**src/rtl/mips_store_align.sv**
```systemverilog
`timescale 1ns/1ps
// Store alignment unit: turns SB/SH/SW/SWL/SWR into one word-aligned bus write
// with byte enables, stalling on waitrequest and reporting alignment/bus errors.
module mips_store_align #(
  parameter int WAIT_LIMIT = 0
) (
  input  logic        clk,
  input  logic        reset,
  input  logic        req_valid,
  output logic        req_ready,
  input  logic [2:0]  req_op,
  input  logic [31:0] req_addr,
  input  logic [31:0] req_data,
  output logic [31:0] mem_address,
  output logic        mem_write,
  output logic [3:0]  mem_byteenable,
  output logic [31:0] mem_writedata,
  input  logic        mem_waitrequest,
  output logic        done,
  output logic        addr_error,
  output logic        bus_error
);

  localparam int CW = (WAIT_LIMIT < 2) ? 1 : $clog2(WAIT_LIMIT + 1);
  localparam logic [CW-1:0] LIMIT = CW'(WAIT_LIMIT);

  typedef enum logic [1:0] {IDLE, WRITE, DONE, ERR} state_t;

  state_t        state;
  state_t        next_state;
  logic [1:0]    b;
  logic          legal;
  logic          accept;
  logic          limit_hit;
  logic [3:0]    lane_be;
  logic [31:0]   lane_wd;
  logic [CW-1:0] wait_cnt;
  logic          err_bus;

  assign b         = req_addr[1:0];
  assign accept    = req_valid && (state == IDLE);
  assign limit_hit = (WAIT_LIMIT != 0) && mem_waitrequest && ((wait_cnt + CW'(1)) == LIMIT);

  // SWL moves the high bytes of rt down into lanes b..0; SWR moves the low bytes up into lanes 3..b.
  always_comb begin
    lane_be = 4'b0000;
    lane_wd = 32'h0;
    legal   = 1'b1;
    case (req_op)
      3'b000: begin
        lane_be = 4'b0001 << b;
        lane_wd = {4{req_data[7:0]}};
      end
      3'b001: begin
        legal   = ~b[0];
        lane_be = 4'b0011 << b;
        lane_wd = {2{req_data[15:0]}};
      end
      3'b010: begin
        legal   = (b == 2'b00);
        lane_be = 4'b1111;
        lane_wd = req_data;
      end
      3'b011: begin
        lane_be = (4'b0010 << b) - 4'b0001;
        lane_wd = req_data >> {~b, 3'b000};
      end
      3'b100: begin
        lane_be = 4'b1111 << b;
        lane_wd = req_data << {b, 3'b000};
      end
      default: legal = 1'b0;
    endcase
  end

  always_ff @(posedge clk) begin
    if (reset) state <= IDLE;
    else       state <= next_state;
  end

  always_comb begin
    next_state = state;
    case (state)
      IDLE:  if (accept) next_state = legal ? WRITE : ERR;
      WRITE: begin
        if (!mem_waitrequest) next_state = DONE;
        else if (limit_hit)   next_state = ERR;
      end
      DONE:  next_state = IDLE;
      ERR:   next_state = IDLE;
      default: next_state = IDLE;
    endcase
  end

  always_comb begin
    req_ready  = (state == IDLE);
    mem_write  = (state == WRITE);
    done       = (state == DONE) || (state == ERR);
    addr_error = (state == ERR) && !err_bus;
    bus_error  = (state == ERR) && err_bus;
  end

  // Bus fields are captured only on a legal accept so they stay frozen while busy.
  always_ff @(posedge clk) begin
    if (reset) begin
      mem_address    <= 32'h0;
      mem_byteenable <= 4'b0000;
      mem_writedata  <= 32'h0;
      wait_cnt       <= '0;
      err_bus        <= 1'b0;
    end else begin
      if (accept && legal) begin
        mem_address    <= {req_addr[31:2], 2'b00};
        mem_byteenable <= lane_be;
        mem_writedata  <= lane_wd;
      end
      if (accept)
        wait_cnt <= '0;
      else if (state == WRITE && mem_waitrequest)
        wait_cnt <= wait_cnt + CW'(1);
      if (next_state == ERR)
        err_bus <= (state == WRITE);
    end
  end

endmodule
```
**config.mk**
```make
export PLATFORM = sky130hd
export DESIGN_NAME = mips_store_align
export DESIGN_NICKNAME = d
export VERILOG_FILES = /design/src/rtl/mips_store_align.sv
export SDC_FILE = /design/constraint.sdc
export NUM_CORES = 1
export LEC_CHECK = 0
export ABC_AREA = 1
export CORE_ASPECT_RATIO = 0.9
export CORE_MARGIN = 10
export CORE_UTILIZATION = 42
export DETAILED_ROUTE_END_ITERATION = 7
export GPL_TIMING_DRIVEN = 0
export PLACE_DENSITY = 0.75
export SYNTH_ARGS = -nofsm -noshare
export SYNTH_HDL_FRONTEND = slang
export SYNTH_SLANG_ARGS = --single-unit
export TNS_END_PERCENT = 10
```
**constraint.sdc**
```tcl
create_clock -name clk -period 1.82 [get_ports clk]
set_input_delay 0.364 -clock clk [delete_from_list [all_inputs] [get_ports clk]]
set_output_delay 0.364 -clock clk [all_outputs]
set_load 0.02 [all_outputs]
```
==> results of run 1 <==
## layout by cell type (no fill, tap or decap), drive strengths merged
cell type / instances
clkdlybuf4s50: 131
dfxtp: 69
dlygate4sd2: 6
dlymetal6s2s: 2
inv: 65
o21a: 1
nand2: 216
o22ai: 1
bufinv: 1
clkinvlp: 1
nor2: 209
o21ai: 47
nand3b: 1
nand3: 72
conb: 2
buf: 30
clkbuf: 22
clkinv: 5
a21oi: 5
nor3: 4
and2: 16
## cells by family (layout without fill, tap and decap cells)
kind of cell | Yosys count | after routing | synth area share (%)
AND/OR/NAND/NOR | 518 | 518 | 49.4
buffers and inverters | 105 | 263 | 11.6
flip-flops | 69 | 69 | 32.5
AO/OA/AOI/OAI | 54 | 54 | 6.53
other | 1 | 2 | 0.0881
## area by class of cell
| cell class | count | area (um2) |
|---|---|---|
| fillers | 961 | 3610 |
| multi-input cells | 574 | 2420 |
| repair buffers | 142 | 1410 |
| flip-flops and latches | 69 | 1380 |
| plain buffers | 40 | 263 |
| inverters | 65 | 245 |
| clock buffers | 9 | 225 |
| well taps | 126 | 158 |
| clock inverters | 7 | 73.8 |
## worst min-delay path by stage
stage	start	endpoint	slack (ns)	depth (start not counted)
final	err_bus	err_bus	0.47	2
after global routing	err_bus	err_bus	0.48	2
after CTS	err_bus	err_bus	0.47	2
after floorplan	reset	state[0]	0.43	1
after detailed placement	err_bus	err_bus	0.46	2
after global placement	mem_byteenable[0]	mem_byteenable[0]	0.45	2
## where the power goes
part,internal [mW],switching (mW),total (mW)
registers,1.64,0.0623,1.70
logic,0.595,0.790,1.39
clock network,1.06,0.663,1.73
total,3.30,1.52,4.81
## sequential cells by signal (all words and copies together) (netlist names)
signal,count
mem_writedata,32
mem_address,30
mem_byteenable,4
state,2
err_bus,1
## stage by stage
step	power, mW	TNS (ns)
2_1_floorplan	2.46	0
3_3_place_gp	3.07	-28.62
3_5_place_dp	3.09	-31.36
4_1_cts	4.84	-0.0136
5_1_grt	5.04	0
6_report	4.81	0
## tightest hold or removal path, stage by stage (launching register included)
cell and delay [ns]:
dfxtp_1 0.31, inv_1 0.07, nor3_1 0.05
## routing by layer
| metal | wire (um) | vias up |
|---|---|---|
| met4 | 355 | 0 |
| met3 | 1650 | 25 |
| met5 | 0 | - |
| met2 | 7560 | 264 |
| met1 | 7190 | 2320 |
| li1 | - | 2592 |
## what timing repair did
action	CTS	global route
endpoints found under the setup margin	70	67
resized for setup	17	15
pin swaps	1	0
buffers inserted	3	0
==> out/qor.yml, run 1 <==
yosysUniqueCellTypes: 25
cts-root-to-sink-buffers: 2
post-route-util_pct: 63.1
hold_path_class: "register to register"
antenna_left: 0
max_freq_ghz: 0.587
drc_marker_count_from_the_first_detailed_route_iteration: 423
finalWeightedCongestion: 0.943
max-cap-violations: 0
run_status: "finished clean"
first_global_vias: 4896
clk_transition_reported_paths_ns: 0.06
route.detailed.vias_per_inst: 5.04
numClockSinks: 69
fraction_of_layout_cells_with_a_size_suffix_above_1_pct: 7.62
yosysWarnings: 0
r2r.worst_path.cells: 8
synth_top_area_share_pct: 32.5
drt_first_pass_iters: 5
synth.area.top_cells: "dfxtp_1 (32%), nand2_1 (19%), nor2_1 (18%), nand3_1 (8.3%), inv_1 (5.2%)"
cts-hold-fix-buffers: 0
worstPathArrival_ns: 1.34
areaGrowthSynthToFinish_pct: 45.1
worst_pin_slew_ns: 0.579
grt_start_max_net_pins: 14
timing.critical_path.required_ns: 1.46
post-synth-top-area-cell: "dfxtp_1"
final_min_period_over_clock_period_pct: 93.6
grt_use_total_pct: 22.1
power.leakage_nw: 2.92
hold-worst-slack_ns: 0.466
vdd.ir_drop.worst_uv: 570
port_buffers: 139
insertedDiodeCount: 0
dp_cell_count: 1013
grt_setup_unrepaired: "no"
synthCells: 747
initial_core_util_pct: 43.5
post_layout_nonfiller_instances: 1032
design.core.area_um2: 9780
grt_util_met3_pct: 5.53
yosys_most_used_dff: "dfxtp_1"
max_stage_delay_ns: 0.39
synth-async-reset-ratio_pct: 0
startpoint: "state[1]"
power.density_cell_area_nw_per_um2: 779
met2_usage_pct: 37.1
dp_slack_ns: -0.697
timing.critical_path.cells: "inv_1, nor3_1, dlygate4sd2_1"
cts_max_level: 3
regToRegSetupSlack_ns: 0.38
cts_tree: "built"
crit_type: "register to output pin"
count_of_flip_flops_with_a_built_in_enable_after_synthesis: 0
placement_cell_area_um2: 5810
detail_route.wirelength_um: 16700
post-route-cell-area_um2: 6180
hold_violations: 0
floorplan.die_area_um2: 14600
globalRoute.totalOverflow: 0
number_of_buffers_inserted_during_clock_tree_synthesis: 9
drc: 0
routed-via-count: 5201
crit_fanout: 5
syn_area_um2: 4260
crit_end: "bus_error"
ctsRootBufferMaster: "clkbuf_16"
grt_first_pass_wirelength_um: 26000
synth_commonest_cells: "nand2_1 (215), nor2_1 (207), nand3_1 (71), dfxtp_1 (69), inv_1 (59)"
r2r_end: "mem_writedata[11]"
crit_family: "buffers and inverters"
fp.dieH_um: 116
crit_cells: 3
worst_slew_margin_rel_pct: 61.4
rows: 34
routedWlPerCell_um: 16.2
period_minus_slack_ns: 1.70
worst_clock_skew_ns: 0.00698
ys_ff_latch: 69
syn_area_per_cell_um2: 5.70
setup.worst_path.end_class: "output pin"
reg_to_reg_startpoint: "state[1]"
grt_antenna_before_repair: 0
place_hpwl_um: 12700
worst_slack_ns: 0.116
cp.buffers_inverters: 2
slowest_stage: "dfxtp_1"
report.final.slew_viol_count: 0
setup.worst_path.start_class: "register"
grt_busiest_layer: "met2"
yosysSeqAreaShare_pct: 32.5
clk_latency_ns: 0.33
setup_viol_count_final: 0
num_io_pins: 144
synth_most_common_cell: "nand2_1"
num-nets-final: 972
dieWidth_um: 126
gr-usage-met1_pct: 27.1
No activity file was read; power rests on OpenSTA's default activity.
==> run 2, diff against run 1 <==
--- a/config.mk
+++ b/config.mk
@@ -11,7 +11,7 @@
 export CORE_UTILIZATION = 42
 export DETAILED_ROUTE_END_ITERATION = 7
 export GPL_TIMING_DRIVEN = 0
-export PLACE_DENSITY = 0.75
+export PLACE_DENSITY = 0.78
 export SYNTH_ARGS = -nofsm -noshare
 export SYNTH_HDL_FRONTEND = slang
 export SYNTH_SLANG_ARGS = --single-unit
==> constraint.sdc (replaced) <==
create_clock -name clk -period 1.4 [get_ports clk]
set_input_delay 0.28 -clock clk [delete_from_list [all_inputs] [get_ports clk]]
set_output_delay 0.28 -clock clk [all_outputs]
set_load 0.02 [all_outputs]
==> run 2 against run 1 <==
Register-to-register slack worse by 0.31 ns. Critical path depth stayed put. Die area stayed put. Largest cell class unchanged. Highest routed layer unchanged.
==> out/qor.yml, run 2 (synthesis gave the netlist of run 1 again) <==
run_status: "finished clean"
p_sw_mw: 2.01  # +33%
finalSetupTns_ns: 0  # unchanged
insertedDiodeCount: 0  # unchanged
internal-power_mw: 4.44  # +35%
largest_reg_flops: 32  # unchanged
clk_transition_reported_paths_ns: 0.06  # about the same
fp.dieH_um: 116  # unchanged
largest_registers: "mem_writedata (32), mem_address (30), mem_byteenable (4)"
max_stage_delay_ns: 0.39  # about the same
crit_fanout: 5  # unchanged
slowest_stage: "dfxtp_4"
clk_latency_ns: 0.33  # about the same
routed-via-count: 5184  # -0.33%
first_global_vias: 4755  # -2.9%
hold_path_class: "primary input to register"
hold_violations: 0  # unchanged
floorplan.die_area_um2: 14600  # unchanged
highest_count_cells_in_the_layout_ignoring_fill_and_taps: "nand2_1 (208), nor2_1 (194), nand3_1 (69), dfxtp_1 (67), dlygate4sd2_1 (66)"
port_buffers: 139  # unchanged
layout_commonest_cell: "nand2_1"
drt_first_pass_iters: 7  # +2
max_freq_ghz: 0.726
post-route-util_pct: 63.7  # +0.61 points
number_of_buffers_inserted_during_clock_tree_synthesis: 9  # unchanged
ctsRootBufferMaster: "clkbuf_16"
areaGrowthSynthToFinish_pct: 46.5
hold-worst-slack_ns: 0.435  # -0.0309 ns
setup.worst_path.end_class: "output pin"
crit_family: "flip-flops"
grt_start_max_net_pins: 14  # unchanged
antenna_left: 0  # unchanged
num_io_pins: 144  # unchanged
numClockSinks: 69  # unchanged
drc_marker_count_from_the_first_detailed_route_iteration: 565  # +34%
place_hpwl_um: 11700  # -8.1%
grt_first_pass_wirelength_um: 24800  # -4.8%
power.leakage_nw: 3.20  # +9.5%
dp_cell_count: 1013  # unchanged
timing.critical_path.required_ns: 1.12  # -0.34 ns
setup.worst_path.start_class: "register"
drc: 0  # unchanged
comb_power_share_pct: 26.7  # -2.1 points
worstPathArrival_ns: 1.10  # -0.24 ns
globalRoute.totalOverflow: 0  # unchanged
worst_slack_ns: 0.0220  # -0.0944 ns
route.detailed.vias_per_inst: 5.02  # -0.42%
cts_tree: "built"
fraction_of_layout_cells_with_a_size_suffix_above_1_pct: 11.8  # +4.2 points
vdd.ir_drop.worst_uv: 651  # +14%
detail_route.wirelength_um: 15800  # -5.9%
dieWidth_um: 126  # unchanged
initial_core_util_pct: 43.5  # unchanged
power_frac_seq_pct: 34.2  # -1.1 points
grt_antenna_before_repair: 0  # unchanged
max_flop_register: "mem_writedata"
p_sw_share_pct: 31.2  # -0.34 points
worst_clock_skew_ns: 0.00470  # -0.00228 ns
timing.critical_path.cells: "inv_4, nor3_4, buf_6"
grt_setup_unrepaired: "yes"
setup_viol_count_final: 0  # unchanged
report.final.slew_viol_count: 0  # unchanged
cts_max_level: 3  # unchanged
finalWeightedCongestion: 0.972  # +3.0%
period_minus_slack_ns: 1.38
grt_use_total_pct: 20.8  # -1.2 points
routedWlPerCell_um: 15.3  # -6.0%
design.core.area_um2: 9780  # unchanged
crit_type: "register to output pin"
num-nets-final: 973  # +0.10%
power.density_cell_area_nw_per_um2: 1030  # +33%
p_clk_share_pct: 39.1  # +3.2 points
cts-root-to-sink-buffers: 2  # unchanged
max-cap-violations: 0  # unchanged
dp_slack_ns: -0.932  # -0.235 ns
rows: 34  # unchanged
post_layout_nonfiller_instances: 1033  # +0.097%
cts-hold-fix-buffers: 0  # unchanged
final_min_period_over_clock_period_pct: 98.4
cp.buffers_inverters: 2  # unchanged
==> run 2: changes by cell type in the layout (fill, tap and decap cells not counted), moves of 5 or more <==
cell,delta
clkdlybuf4s50_1,-66
clkbuf_4,+6
nor2_1,-10
nor2_4,+5
dlygate4sd2_1,+60
nor2_2,+5
clkbuf_2,+5
inv_1,-5
o21ai_0,-12
o21ai_1,+11
==> run 2: layout make-up <==
type | instances | area [um2]
buffer | 40 | 289
clock buffer | 10 | 239
clock inverter | 6 | 93.8
fill | 939 | 3550
inverter | 65 | 253
multi-input combinational | 574 | 2500
sequential | 69 | 1390
tap | 126 | 158
timing repair buffer | 143 | 1310
==> run 2: per-layer routing <==
layer / global-route usage, % / share of wire [%] / vias to the layer above
li1: - / - / 2612
met1: 27.2 / 42 / 2235
met2: 31.3 / 42 / 303
met3: 6.12 / 13 / 34
met4: 9.25 / 3.0 / 0
met5: 0 / 0 / -
==> run 2: what timing repair did <==
action | CTS | global route
cloned | 0 | 1
setup endpoints to repair | 138 | 71
pin swaps | 3 | 3
resized for setup | 118 | 70
endpoints found under the hold margin | 0 | 0
buffers inserted | 3 | 0
==> run 2: power groups by stage <==
stage / clock network [mW] / registers [mW] / logic (mW)
finish: 2.52 / 2.21 / 1.72
global route: 2.66 / 2.23 / 1.89
CTS: 2.57 / 2.21 / 1.67
detailed placement: 0 / 2.25 / 1.75
global placement: 0 / 2.25 / 1.74
floorplan: 0 / 2.44 / 0.763
==> run 2: path summary, 6_finish.rpt <==
check / from / end / slack [ns] / cells past startpoint
worst max-delay path: state[1] / bus_error / 0.02 / 3
worst min-delay path: req_op[0] / mem_byteenable[1] / 0.44 / 6
worst max register to register: state[1] / mem_writedata[19] / 0.07 / 8
worst min register to register: mem_byteenable[0] / mem_byteenable[0] / 0.47 / 2
==> run 2: worst reg2reg max path, delay by kind of cell, from the launching register on <==
kind                   cells  cell delay, ns
and+or+nand+nor            5            0.44
DFF                        1            0.37
buffers and inverters      3            0.40
==> run 2: through the flow <==
step                instance area, um2  power (mW)
floorplan                         4270        3.21
global placement                  5820        3.98
detailed placement                5820        4.00
CTS                               6140        6.44
global route                      6240        6.78
finish                            6240        6.45
==> run 3, diff against run 2 <==
--- a/config.mk
+++ b/config.mk
@@ -6,6 +6,7 @@
 export NUM_CORES = 1
 export LEC_CHECK = 0
 export ABC_AREA = 1
+export CAP_MARGIN = 20
 export CORE_ASPECT_RATIO = 0.9
 export CORE_MARGIN = 10
 export CORE_UTILIZATION = 42
==> results of run 3 <==
Final layout, timing and power as in run 2 (identical DEF).
